**src/rtl/cbdist.sv**
```systemverilog
// cbdist: four-way word distributor.
// A single producer hands over one word plus a destination mask; the word is
// copied into every selected output lane, and each lane drains through its
// own valid/ready pair. A word with an empty mask is counted and discarded.
//
// state | meaning
// ------+-----------------------------------------------------------------
// IDLE  | no undelivered word; in_ready=1, next offered word is accepted
// SEND  | at least one lane still holds an undelivered word; in_ready=0
module cbdist #(
  parameter int W = 10
) (
  input  logic         clk,
  input  logic         rst,
  input  logic [W-1:0] in_data,
  input  logic [3:0]   in_dest,
  input  logic         in_valid,
  output logic         in_ready,
  output logic [W-1:0] o0,
  output logic [W-1:0] o1,
  output logic [W-1:0] o2,
  output logic [W-1:0] o3,
  output logic [3:0]   out_valid,
  input  logic [3:0]   out_ready,
  output logic [7:0]   drop_cnt
);

  typedef enum logic {IDLE, SEND} state_t;

  state_t     state;
  logic [3:0] still_pending;

  // Lanes that will still hold a word after this edge; all clear ends SEND.
  assign still_pending = out_valid & ~out_ready;

  // The producer may hand over a word only when no lane is pending.
  assign in_ready = (state == IDLE);

  // Handshake FSM, lane data registers, lane valids and the drop counter.
  always_ff @(posedge clk or posedge rst) begin
    if (rst) begin
      state     <= IDLE;
      o0        <= '0;
      o1        <= '0;
      o2        <= '0;
      o3        <= '0;
      out_valid <= '0;
      drop_cnt  <= '0;
    end else begin
      case (state)
        IDLE: begin
          if (in_valid) begin
            if (in_dest != 4'b0000) begin
              // Unselected lanes keep their old contents.
              if (in_dest[0]) o0 <= in_data;
              if (in_dest[1]) o1 <= in_data;
              if (in_dest[2]) o2 <= in_data;
              if (in_dest[3]) o3 <= in_data;
              out_valid <= in_dest;
              state     <= SEND;
            end else if (drop_cnt != 8'hFF) begin
              drop_cnt <= drop_cnt + 8'd1;
            end
          end
        end
        SEND: begin
          // out_ready on an idle lane is masked by out_valid.
          out_valid <= still_pending;
          if (still_pending == 4'b0000) begin
            state <= IDLE;
          end
        end
        default: begin
          state     <= IDLE;
          out_valid <= '0;
        end
      endcase
    end
  end

endmodule

```
**config.mk**
```make
export PLATFORM = sky130hd
export DESIGN_NAME = cbdist
export DESIGN_NICKNAME = d
export VERILOG_FILES = /design/src/rtl/cbdist.sv
export SDC_FILE = /design/constraint.sdc
export NUM_CORES = 1
export LEC_CHECK = 0
export BUFFER_PORTS_ARGS = -buffer_cell sky130_fd_sc_hd__buf_2
export CORE_AREA = 2 2 90 92
export CTS_CLUSTER_DIAMETER = 120
export DETAILED_ROUTE_END_ITERATION = 6
export DIE_AREA = 0 0 92 94
export GPL_ROUTABILITY_DRIVEN = 0
export PLACE_DENSITY = 0.6
export REMOVE_ABC_BUFFERS = 1
export SLEW_MARGIN = 10
export SYNTH_ARGS = -nofsm -noshare
export SYNTH_HDL_FRONTEND = slang
export SYNTH_SLANG_ARGS = --single-unit
```
**constraint.sdc**
```tcl
create_clock -name clk -period 2.4 [get_ports clk]
set_input_delay 0.48 -clock clk [delete_from_list [all_inputs] [get_ports clk]]
set_output_delay 0.48 -clock clk [all_outputs]
set_load 0.02 [all_outputs]
```
* Word level (Yosys, flattened, before mapping) *
Index checks and enable logic that the tools add are counted.
W data, S select, Z words.

storage, ports and cells
  register bits after elaboration = 53
  input bits = 21
  output and inout bits = 53
  word-level logic and storage cells = 30

cells by class
  add/subtract/negate cells = 1
  equality and inequality tests = 3
  multiplexer cells = 7
  bitwise gates (word level) = 4
  reductions and logical operators = 8

operators with widths
  kind                   count
  $reduce_and A4 Y1      5
  $add A8 B1 Y8 const B  1
  $mux W4                2
  $ne A8 B8 Y1 const B   1
  $pmux W4 S2            1
  $and A4 B4 Y4          1
  $logic_not A4 Y1       1
  $not A4 Y4             1
  $reduce_bool A4 Y1     1
  $mux W1                3
  $ne A2 B1 Y1 const B   1
  $ne A2 B2 Y1 const B   1
  $not A1 Y1             2
  $pmux W1 S2            1
  $reduce_and A2 Y1      1

* Logic depth before layout (Yosys ltp) *
  depth after elaboration = 5
  mapped depth = 6
  mapped depth without buffers = 5

* Worst setup path after synthesis *
OpenSTA, ideal clock, no wires.

  kind = reg-to-reg
  start = register drop_cnt[0]
  end = register drop_cnt[1]
  setup time = 0.125 ns
  arrival time = 1.373 ns
  required time = 2.275 ns
  slack = 0.902 ns
  cell stages (with the launch flop) = 5
  buffers on the path = 0
  clock period less this slack = 1.498 ns
  cell sequence = dfrtp_1 > ha_1 > nand3_1 > o21ai_2 > mux2_4

on the way
  longest elaborated chain between the ends = 2
  elaborated cells on any way between the ends = 3
  those cells by class = 1 x add/sub; 1 x eq/ne; 1 x reduce/logical

ends and longest elaborated chain
  element                                                                line  RTL
  start, declared                                                        25    output logic [7:0] drop_cnt
  start signal, assigned                                                 62    drop_cnt <= drop_cnt + 8'd1;
  parallel branches: the longest is 2 deep, another holds $add A8 B1 Y8  --

Several ways; the timed one is not identified.
A chain may end at the register's enable or synchronous reset.

* Worst setup path in the final report *
  start = register state
  end = register o1[0]

on the way
  longest elaborated chain between the ends = 2

ends and longest elaborated chain
  element                             line  RTL
  start, declared                     30    state_t state;
  start signal, assigned              42    state <= IDLE;
  start signal, assigned              60    state <= SEND;
  start signal, assigned              70    state <= IDLE;
  $not A1 Y1 (no source line)         --
  $reduce_and A4 Y1 (no source line)  --
  end signal, assigned                56    if (in_dest[1]) o1 <= in_data;
  end, declared                       20    output logic [W-1:0] o1,

No other way between the ends.

==> flow_summary_export.csv <==
group,metric,value,unit
floorplan,initial_utilization,29.29,%
sta,maxSlewViolCount,0,
clock_tree,clk_latency,0.30,ns
sta,tns,0,ns
power,switching_share,40.06,%
sta,fin_crit,1.652,ns
synth,synth_top_area_cell,"dfrtp_1",
placement,io_buffers,73,
worst_setup_path,reg2reg_depth,3,
sta,finalHoldViolCount,0,
clock_tree,cts_hold_buf,0,
synth,synth_edf_count,0,
synth,synth_top_area_share,59.52,%
floorplan,dieArea,8648,sq um
synth,yosys-top-cells-area,"dfrtp_1 (60%), mux2_2 (20%), buf_6 (2.0%)",
clock_tree,cts.clk_slew.worst_paths,0.10,ns
synth,yosys-top-cells-count,"dfrtp_1 (53), mux2_2 (39), nand2_1 (12)",
synth,synthFlopType,"dfrtp_1",
cells_and_area,utilization,36.53,%
cells_and_area,fill_cells,775,
worst_setup_path,endpoint_kind,"flip-flop",
sta,maxSlewHeadroom,63.24,%
floorplan,rows,32,
synth,avgSynthCellArea,14.02,sq um
placement,place_ws,0.6147,ns
synth,synthArstFlopShare,100.0,%
clock_tree,cts_tree,"done",
sta,rsz0062_at_grt,"no",
sta,setup_ws,0.7479,ns
global_route,antenna_found_initial,0,
sta,post-route-period-util,68.84,%
synth,synth.most_common_cell,"dfrtp_1",
synth,syn_inst,159,
clock_tree,clockRootBuffer,"clkbuf_8",
detailed_routing,vias_per_cell,4.447,
power,p_clk_share,14.5,%
detailed_routing,ant_nets,0,
clock_tree,cts.sinks,53,
power,switchingPower,1.428,mW
status,status,"completed",
synth,yosysWarnings,0,
cells_and_area,diodes,0,
worst_setup_path,required,2.60,ns
detailed_routing,routed_wl,4.926,mm
power,p_seq_share,42.4,%
floorplan,core_area,7607,sq um
power,p_int,2.136,mW
sta,hold_ws,0.2170,ns
worst_setup_path,crit_arrival,1.85,ns
floorplan,die_w,92,um
cells_and_area,nets,257,
power,p_leak,1.329,nW
worst_setup_path,rr_startpoint,"state",
worst_setup_path,crit_fanout,11,
worst_setup_path,criticalPathCategory,"reg -> reg",
synth,synth_seq_cells,53,
cells_and_area,layout-drive-gt1-share,57.20,%
cells_and_area,syn2layout_area_growth,24.71,%
worst_setup_path,critPathLaunch,"state",
sta,tightest_slew,0.5506,ns
clock_tree,cts_made_buffers,5,
detailed_routing,post_drt_wl_per_cell,14.57,um
synth,netlist_area,2228,sq um
global_route,grt_pass1_wl,7.852,mm
power,max-vdd-ir-drop,0.4900,mV
floorplan,io_pins,74,
global_route,grt_use_total,11.76,%
global_route,grt_start_max_net_pins,31,
placement,dp.cells,330,
worst_setup_path,r2r-end,"o1[0]",
detailed_routing,vias,1503,
power,power_frac_comb,43.0,%
cells_and_area,post_layout_nonfiller_instances,338,
clock_tree,cts_setup_buffers,0,
global_route,grt_pass1_vias,1499,
detailed_routing,drc,0,
synth,yosysUniqueCellTypes,30,
synth,ys_seq_area_share,59.52,%
detailed_routing,first_iter_violations,53,
placement,place_hpwl,3.515,mm
sta,setup_violations,0,
power,powerDensity,1283,nW/um^2
global_route,grt-ovfl-total,0,
sta,fmax,605.3,MHz
detailed_routing,first_pass_iters,4,
run,cap_violations,0,
clock_tree,cts_resized,0,
worst_setup_path,start_kind,"flip-flop",
sta,skew,0.004938,ns
worst_setup_path,r2r_slack,0.75,ns
floorplan,die_y,94,um
clock_tree,cts_buffer_depth,2,
hold_path,holdCritPathClass,"in -> async",
clock_tree,h-tree-depth,2,
worst_setup_path,endpoint,"o1[0]",
-- flip-flops by register name, summed over array words and instances (netlist names) --
register / cells
o1: 10
out_valid: 4
drop_cnt: 8
o3: 10
state: 1
o0: 10
o2: 10
-- cells by family after synthesis --
family / Yosys count / synth area share [%]
mux: 43 / 22.18
compound gates: 11 / 3.369
buf+inv: 8 / 2.864
simple gates: 40 / 10.33
xor+xnor: 3 / 1.179
flops: 53 / 59.52
fa+ha+maj: 1 / 0.5614
-- stage by stage --
| stage | instance area (sq um) | total power, mW |
|---|---|---|
| after floorplan | 2176 | 2.519 |
| after global placement | 2689 | 3.068 |
| after detailed placement | 2689 | 3.099 |
| after CTS | 2779 | 3.627 |
| after global routing | 2779 | 3.808 |
| final | 2779 | 3.564 |
-- critical path, stage by stage (launching register included) --
cell     delay, ns
dfrtp_1       0.48
nor2b_2       0.37
nand2_2       0.32
mux2_4        0.37
-- cells in the final DEF, fill, tap and decap left out, types with 2 or more instances in the layout --
master,count
clkbuf_8,5
dfrtp_1,53
inv_1,2
a21oi_1,3
nand2_1,12
xor2_1,2
nor2_1,4
nand2_2,4
mux2_4,3
mux2_2,39
nand4_1,2
nand2b_1,4
o21ai_0,3
buf_2,73
nand3_1,7
-- routing by layer --
layer  vias to the layer above  global-route usage, %  share of wire (%)
li1                        714                      -                  -
met1                       741                  16.28                 48
met5                         -                      0                  0
met4                         0                  2.985               0.47
met2                        46                  18.38                 46
met3                         2                  3.130                5.4
-- power by group through the flow --
| stage | sequential, mW | combinational, mW | clock (mW) |
|---|---|---|---|
| after floorplan | 2.01 | 0.504 | 0 |
| after global placement | 1.52 | 1.55 | 0 |
| after detailed placement | 1.54 | 1.56 | 0 |
| after CTS | 1.52 | 1.56 | 0.543 |
| after global routing | 1.58 | 1.65 | 0.580 |
| final | 1.51 | 1.53 | 0.518 |
-- area by class of cell --
cell class	count	area (sq um)	share of cell area (%)
clock inverter	3	21.27	0.7654
timing repair buffer	74	385.4	13.87
clock buffer	5	68.82	2.476
tap	102	127.6	4.593
sequential	53	1326	47.73
multi-input combinational	98	838.3	30.17
inverter	3	11.26	0.4052
-- worst min-delay path by stage --
stage / start / to / slack [ns] / cells after the start
detailed placement: o3[3] / o3[3] / 0.49 / 1
CTS: rst / o3[9] / 0.23 / 2
global placement: o2[7] / o2[7] / 0.48 / 1
floorplan: state / out_valid[3] / 0.55 / 1
finish: rst / drop_cnt[4] / 0.22 / 2
global route: rst / drop_cnt[4] / 0.26 / 2
Power figures use the tool's default switching activity.
